`src/rtl/ikun_bbox_detect_if.sv`:
```
// 1-bit AXI4-Stream video link carrying the eroded foreground mask.
interface ikun_bbox_detect_if;
    logic tdata;
    logic tvalid;
    logic tready;
    logic tlast;
    logic tuser;

    modport master (output tdata, tvalid, tlast, tuser, input tready);
    modport slave  (input tdata, tvalid, tlast, tuser, output tready);
endinterface

```
`src/rtl/ikun_bbox_detect.sv`:
```
// Motion bounding-box extractor: registers the mask stream one stage and publishes
// per-frame min/max foreground coordinates. Optional IKUN_BBOX_MIN_AREA_EN adds a pixel-count qualifier.
module ikun_bbox_detect #(
    parameter int AW       = 11,
    parameter int COLS     = 1280,
    parameter int ROWS     = 720,
    parameter int CW       = 21,
    parameter int MIN_AREA = 64
) (
    input  logic                 clk,
    input  logic                 rst_n,
    ikun_bbox_detect_if.slave    s_axis_video,
    ikun_bbox_detect_if.master   m_axis_video,
    output logic [AW-1:0]        box_xmin,
    output logic [AW-1:0]        box_xmax,
    output logic [AW-1:0]        box_ymin,
    output logic [AW-1:0]        box_ymax,
    output logic                 box_found,
    output logic                 box_valid
);

    localparam logic [AW-1:0] XLAST = AW'(COLS - 1);
    localparam logic [AW-1:0] YLAST = AW'(ROWS - 1);

    logic          m_tdata_q, m_tvalid_q, m_tlast_q, m_tuser_q;
    logic [AW-1:0] x_q, x_d, y_q, y_d;
    logic [AW-1:0] xmin_q, xmin_d, xmax_q, xmax_d, ymin_q, ymin_d, ymax_q, ymax_d;
    logic          seen_q, seen_d;
    logic [AW-1:0] bxmin_q, bxmin_d, bxmax_q, bxmax_d, bymin_q, bymin_d, bymax_q, bymax_d;
    logic          bfound_q, bfound_d, bvld_q, bvld_d;

    logic          acc, sof, fg, eof, seen_b, seen_n, qual;
    logic [AW-1:0] px, py;
    logic [AW-1:0] xmin_b, xmax_b, ymin_b, ymax_b;
    logic [AW-1:0] xmin_n, xmax_n, ymin_n, ymax_n;

`ifdef IKUN_BBOX_MIN_AREA_EN
    logic [CW-1:0] cnt_q, cnt_d, cnt_b, cnt_n;
`endif

    assign s_axis_video.tready = m_axis_video.tready;

    always_comb begin
        acc = s_axis_video.tvalid && m_axis_video.tready;
        sof = acc && s_axis_video.tuser;
        fg  = acc && s_axis_video.tdata;
        // A tuser beat is pixel (0,0) of a fresh frame, regardless of counter state.
        px  = sof ? '0 : x_q;
        py  = sof ? '0 : y_q;
        eof = acc && s_axis_video.tlast && (py == YLAST);

        seen_b = sof ? 1'b0 : seen_q;
        xmin_b = sof ? '0 : xmin_q;
        xmax_b = sof ? '0 : xmax_q;
        ymin_b = sof ? '0 : ymin_q;
        ymax_b = sof ? '0 : ymax_q;

        xmin_n = xmin_b;
        xmax_n = xmax_b;
        ymin_n = ymin_b;
        ymax_n = ymax_b;
        if (fg) begin
            if (!seen_b) begin
                xmin_n = px;
                xmax_n = px;
                ymin_n = py;
                ymax_n = py;
            end else begin
                if (px < xmin_b) xmin_n = px;
                if (px > xmax_b) xmax_n = px;
                if (py < ymin_b) ymin_n = py;
                if (py > ymax_b) ymax_n = py;
            end
        end
        seen_n = seen_b | fg;

`ifdef IKUN_BBOX_MIN_AREA_EN
        cnt_b = sof ? '0 : cnt_q;
        cnt_n = (fg && (cnt_b != '1)) ? cnt_b + 1'b1 : cnt_b;
        qual  = seen_n && (cnt_n >= CW'(MIN_AREA));
`else
        qual  = seen_n;
`endif
    end

    always_comb begin
        x_d      = x_q;
        y_d      = y_q;
        xmin_d   = xmin_n;
        xmax_d   = xmax_n;
        ymin_d   = ymin_n;
        ymax_d   = ymax_n;
        seen_d   = seen_n;
        bxmin_d  = bxmin_q;
        bxmax_d  = bxmax_q;
        bymin_d  = bymin_q;
        bymax_d  = bymax_q;
        bfound_d = bfound_q;
        bvld_d   = 1'b0;
`ifdef IKUN_BBOX_MIN_AREA_EN
        cnt_d    = cnt_n;
`endif
        if (acc) begin
            if (s_axis_video.tlast) begin
                x_d = '0;
                y_d = py + 1'b1;
            end else begin
                x_d = (px == XLAST) ? px : px + 1'b1;
                y_d = py;
            end
        end
        if (eof) begin
            y_d      = '0;
            bxmin_d  = qual ? xmin_n : '0;
            bxmax_d  = qual ? xmax_n : '0;
            bymin_d  = qual ? ymin_n : '0;
            bymax_d  = qual ? ymax_n : '0;
            bfound_d = qual;
            bvld_d   = 1'b1;
            xmin_d   = '0;
            xmax_d   = '0;
            ymin_d   = '0;
            ymax_d   = '0;
            seen_d   = 1'b0;
`ifdef IKUN_BBOX_MIN_AREA_EN
            cnt_d    = '0;
`endif
        end
    end

    always_ff @(posedge clk or negedge rst_n) begin
        if (!rst_n) begin
            m_tdata_q  <= 1'b0;
            m_tvalid_q <= 1'b0;
            m_tlast_q  <= 1'b0;
            m_tuser_q  <= 1'b0;
        end else if (m_axis_video.tready) begin
            m_tdata_q  <= s_axis_video.tdata;
            m_tvalid_q <= s_axis_video.tvalid;
            m_tlast_q  <= s_axis_video.tlast;
            m_tuser_q  <= s_axis_video.tuser;
        end
    end

    // Everything below only moves on accepted beats, so holding under stall falls out of _d.
    always_ff @(posedge clk or negedge rst_n) begin
        if (!rst_n) begin
            x_q      <= '0;
            y_q      <= '0;
            xmin_q   <= '0;
            xmax_q   <= '0;
            ymin_q   <= '0;
            ymax_q   <= '0;
            seen_q   <= 1'b0;
            bxmin_q  <= '0;
            bxmax_q  <= '0;
            bymin_q  <= '0;
            bymax_q  <= '0;
            bfound_q <= 1'b0;
            bvld_q   <= 1'b0;
        end else begin
            x_q      <= x_d;
            y_q      <= y_d;
            xmin_q   <= xmin_d;
            xmax_q   <= xmax_d;
            ymin_q   <= ymin_d;
            ymax_q   <= ymax_d;
            seen_q   <= seen_d;
            bxmin_q  <= bxmin_d;
            bxmax_q  <= bxmax_d;
            bymin_q  <= bymin_d;
            bymax_q  <= bymax_d;
            bfound_q <= bfound_d;
            bvld_q   <= bvld_d;
        end
    end

`ifdef IKUN_BBOX_MIN_AREA_EN
    always_ff @(posedge clk or negedge rst_n) begin
        if (!rst_n) cnt_q <= '0;
        else        cnt_q <= cnt_d;
    end
`endif

    assign m_axis_video.tdata  = m_tdata_q;
    assign m_axis_video.tvalid = m_tvalid_q;
    assign m_axis_video.tlast  = m_tlast_q;
    assign m_axis_video.tuser  = m_tuser_q;
    assign box_xmin  = bxmin_q;
    assign box_xmax  = bxmax_q;
    assign box_ymin  = bymin_q;
    assign box_ymax  = bymax_q;
    assign box_found = bfound_q;
    assign box_valid = bvld_q;

endmodule

```
`src/flat_wrapper.sv`:
```
// flat-port wrapper written by rule: the top's interface ports become plain ports
module ikun_bbox_detect_flat 
#(
    parameter int AW       = 11,
    parameter int COLS     = 1280,
    parameter int ROWS     = 720,
    parameter int CW       = 21,
    parameter int MIN_AREA = 64
)
  (clk, rst_n, box_xmin, box_xmax, box_ymin, box_ymax, box_found, box_valid, s_axis_video_tdata, s_axis_video_tvalid, s_axis_video_tlast, s_axis_video_tuser, s_axis_video_tready, m_axis_video_tdata, m_axis_video_tvalid, m_axis_video_tlast, m_axis_video_tuser, m_axis_video_tready);
  ikun_bbox_detect_if s_axis_video_i ();
  ikun_bbox_detect_if m_axis_video_i ();
  input  logic clk;
  input  logic rst_n;
  output logic [AW-1:0] box_xmin;
  output logic [AW-1:0] box_xmax;
  output logic [AW-1:0] box_ymin;
  output logic [AW-1:0] box_ymax;
  output logic box_found;
  output logic box_valid;
  input wire logic [$bits(s_axis_video_i.tdata)-1:0] s_axis_video_tdata;
  input wire logic [$bits(s_axis_video_i.tvalid)-1:0] s_axis_video_tvalid;
  input wire logic [$bits(s_axis_video_i.tlast)-1:0] s_axis_video_tlast;
  input wire logic [$bits(s_axis_video_i.tuser)-1:0] s_axis_video_tuser;
  output wire logic [$bits(s_axis_video_i.tready)-1:0] s_axis_video_tready;
  output wire logic [$bits(m_axis_video_i.tdata)-1:0] m_axis_video_tdata;
  output wire logic [$bits(m_axis_video_i.tvalid)-1:0] m_axis_video_tvalid;
  output wire logic [$bits(m_axis_video_i.tlast)-1:0] m_axis_video_tlast;
  output wire logic [$bits(m_axis_video_i.tuser)-1:0] m_axis_video_tuser;
  input wire logic [$bits(m_axis_video_i.tready)-1:0] m_axis_video_tready;
  assign s_axis_video_i.tdata = s_axis_video_tdata;
  assign s_axis_video_i.tvalid = s_axis_video_tvalid;
  assign s_axis_video_i.tlast = s_axis_video_tlast;
  assign s_axis_video_i.tuser = s_axis_video_tuser;
  assign s_axis_video_tready = s_axis_video_i.tready;
  assign m_axis_video_tdata = m_axis_video_i.tdata;
  assign m_axis_video_tvalid = m_axis_video_i.tvalid;
  assign m_axis_video_tlast = m_axis_video_i.tlast;
  assign m_axis_video_tuser = m_axis_video_i.tuser;
  assign m_axis_video_i.tready = m_axis_video_tready;
  ikun_bbox_detect #(.AW(AW), .COLS(COLS), .ROWS(ROWS), .CW(CW), .MIN_AREA(MIN_AREA)) u_core (.clk(clk), .rst_n(rst_n), .s_axis_video(s_axis_video_i), .m_axis_video(m_axis_video_i), .box_xmin(box_xmin), .box_xmax(box_xmax), .box_ymin(box_ymin), .box_ymax(box_ymax), .box_found(box_found), .box_valid(box_valid));
endmodule
```
`config.mk`:
```
export PLATFORM = sky130hd
export DESIGN_NAME = ikun_bbox_detect_flat
export DESIGN_NICKNAME = d
export VERILOG_FILES = /design/src/rtl/ikun_bbox_detect_if.sv /design/src/rtl/ikun_bbox_detect.sv /design/src/flat_wrapper.sv
export SDC_FILE = /design/constraint.sdc
export NUM_CORES = 1
export LEC_CHECK = 0
export ABC_AREA = 1
export CAP_MARGIN = 10
export CORE_MARGIN = 3
export CORE_UTILIZATION = 51
export DETAILED_ROUTE_END_ITERATION = 6
export GPL_TIMING_DRIVEN = 0
export HOLD_SLACK_MARGIN = 0.12
export PLACE_DENSITY = 0.72
export SYNTH_ARGS = -nofsm -noshare
export SYNTH_HDL_FRONTEND = slang
export SYNTH_SLANG_ARGS = --single-unit
```
`constraint.sdc`:
```
create_clock -name clk -period 5.9 [get_ports clk]
set_input_delay 1.18 -clock clk [delete_from_list [all_inputs] [get_ports clk]]
set_output_delay 1.18 -clock clk [all_outputs]
set_load 0.005 [all_outputs]
```
==> results.toml <==
[run_status]
status = "finished clean"

[floorplanning]
die_x_um = 127
core_sq_um = 14000
die_h_um = 127
die_area_sq_um = 16000
pin_count = 58
fp-row-count = 43
start_util_pct = 52.9

[clock_network]
cts_resized = 0
root_buffer = "clkbuf_16"
cts.sinks = 117
clk_latency_ps = 430
tritoncts.num_buffers = 17
post-cts-setup-buffers = 0
ctsHtreeMaxLevel = 4
path_clk_slew_ps = 60
cts_tree = "yes"
cts_hold_buf = 0
cts_max_path_buffers = 2

[placement]
dp.cells = 1257
pre_cts_ws_ps = 779
placed_area_sq_um = 8240
place_congestion = 1.01
portBuffers = 56
dp_hpwl_um = 16300

[critical_path]
path_max_fanout = 10
cp-end-kind = "register"
critical_path_class = "in -> reg"
crit_arrival_ps = 5120
crit_path_start_kind = "input pin"
crit_required_ps = 6260

[timing]
fin_ws_ps = 1140
worstMarginPinSlew_ps = 881
hold_viol = 0
hold_ws_ps = 475
rsz0062_at_grt = "false"
post-route-period-util_pct = 80.7
final_max_slew_viol_count = 0
setup_viol = 0
relSlewSlack_pct = 40.7
skew_ps = 8.64
period_minus_slack_ps = 4760
max_freq_mhz = 210
fin_setup_tns_ps = 0

[routing]
wire_per_inst_um = 17.5
vias = 7214
detail-route-antenna-nets = 0
wirelength_um = 22600
routed_via_density = 5.60
drc_errors = 0
drt_pre_antenna_iters = 6
first_iter_violations = 888

[global_route]
gr-usage-all-layers_pct = 28.9
antenna_found_initial = 0
grt_pass1_wl_um = 36300
overflow = 0
grt_max_degree = 80
grt_pass1_vias = 6723

[final_layout]
drive_above_1_share_pct = 9.56
fin_util_pct = 62.9
multiInputGateArea_sq_um = 3850
antenna_cells = 0
finalNetCount = 1139
ff_latch_area_sq_um = 2930
fin_area_sq_um = 8830
area_growth_pct = 19.0
finalNonFillerCells = 1289
nFillCells = 1273

[yosys]
yosys_warnings = 0
synth.top_cells.by_area = "dfrtp_1, nand2_1, nand3_1"
yosys.area.top_type_share_pct = 39.4
yosys.area.top_type = "dfrtp_1"
syn_area_sq_um = 7420
ys_types = 41
synthCells = 1020
syn-mean-instance-area_sq_um = 7.28
seq_area_frac_synth_pct = 39.4
syn_nets = 1063
ys_ff_latch = 117

[power_and_ir_drop]
p_leak_nw = 4.83
finalPower_mw = 2.68
peakVddDrop_v = 0.000240
powerDensity_nw_per_um2 = 303

[run]
cap_violations = 0

[worst_hold_path]
hold_class = "reg -> reg"
## where the power goes
group	switching [mW]	leakage (nW)	total [mW]	internal, mW
Sequential	0.0580	1.57	0.933	0.875
Clock	0.400	0.284	1.04	0.637
Combinational	0.471	2.98	0.706	0.234
Total	0.929	4.83	2.68	1.75
## critical path: stages
cell,delay [ps]
clkdlybuf4s50_1,470
nand3_4,180
buf_8,180
buf_4,190
buf_2,310
buf_2,340
buf_1,400
nand2_1,110
ha_1,310
nand2_1,80
nor3_1,220
nand2_1,80
nor2_1,100
a21oi_1,80
nand2_2,150
nand2_1,90
buf_4,190
nand2_1,70
nand3_1,60
nand2_1,90
nand3_1,130
nand2_1,100
## sequential cells by signal, summed over array words and instances (netlist names)
name,count
u_core.box_ymax,11
u_core.m_axis_video.tlast,1
u_core.y_q,11
u_core.box_found,1
u_core.m_axis_video.tdata,1
u_core.box_ymin,11
u_core.m_axis_video.tuser,1
u_core.box_xmax,11
u_core.xmax_q,11
u_core.seen_q,1
u_core.m_axis_video.tvalid,1
u_core.ymin_q,11
u_core.xmin_q,11
u_core.box_valid,1
u_core.box_xmin,11
u_core.ymax_q,11
u_core.x_q,11
## synth_stat cells (all sizes together)
cell and count:
nand2 387, nand3 147, dfrtp 117, inv 98, o21ai 52, nor2 50
ha 36, a21oi 34, buf 29, clkbuf 14, xor2 14, nor3 12
nand3b 4, nor4 4, o21bai 4, o22ai 4, nand4 3, and3 2
mux2 2, nor3b 2, a32o 1, o211ai 1, o31ai 1, o41ai 1
xnor2 1
## worst paths after layout
path | start | endpoint | slack, ps | cells past startpoint
worst max-delay path | s_axis_video_tvalid | u_core.box_xmax[4]$_DFFE_PN0P_ | 1140 | 22
worst min-delay path | u_core.box_ymax[7]$_DFFE_PN0P_ | u_core.box_ymax[7]$_DFFE_PN0P_ | 480 | 2
worst max register to register | u_core.y_q[9]$_DFFE_PN0P_ | u_core.box_ymax[4]$_DFFE_PN0P_ | 3040 | 15
worst min register to register | u_core.box_ymax[7]$_DFFE_PN0P_ | u_core.box_ymax[7]$_DFFE_PN0P_ | 480 | 2
max in group asynchronous | rst_n | u_core.xmin_q[3]$_DFF_PN0_ | 4510 | 2
min in group asynchronous | rst_n | u_core.box_ymax[2]$_DFFE_PN0P_ | 660 | 1
## cell usage in the layout (no fill, tap or decap), types with 4 or more instances in the layout
cell type,netlist,final
clkdlybuf4s50_1,0,55
buf_4,9,9
nand3_1,145,145
nand2_1,370,370
clkbuf_16,0,17
o21bai_1,4,4
nand2_2,12,12
nand2_4,5,5
clkinv_4,0,6
nor3_1,5,5
inv_2,9,9
nor3_2,7,7
clkbuf_1,14,15
ha_1,36,36
dfrtp_1,117,117
o21ai_1,14,14
buf_6,8,9
inv_1,89,89
o21ai_0,38,38
buf_2,8,8
a21oi_1,32,32
o22ai_1,4,4
nand3b_1,4,4
nor2_1,46,46
xor2_1,14,14
## cells by family after synthesis
| group | Yosys count | share of synthesized area, % |
|---|---|---|
| buffers and inverters | 141 | 8.68 |
| AO/OA/AOI/OAI | 98 | 7.30 |
| multiplexers | 2 | 0.303 |
| adder cells (fa/ha/maj) | 36 | 6.07 |
| XOR/XNOR | 15 | 1.77 |
| AND/OR/NAND/NOR | 611 | 36.5 |
| flip-flops | 117 | 39.4 |
## cell type report
class	instances	area share [%]
buffer	43	3.13
clock inverter	13	1.70
multi-input combinational	762	43.6
clock buffer	19	5.01
tap	180	2.55
timing repair buffer	57	6.67
sequential	117	33.1
inverter	98	4.16
## per-layer routing
layer  global-route usage [%]  wire (um)  part of all wire [%]
met5                        0          0                     0
met1                     43.2      10600                    47
met2                     41.0       9480                    42
met3                     6.91       2030                   9.0
met4                     10.2        491                   2.2
Power figures use the tool's default switching activity.
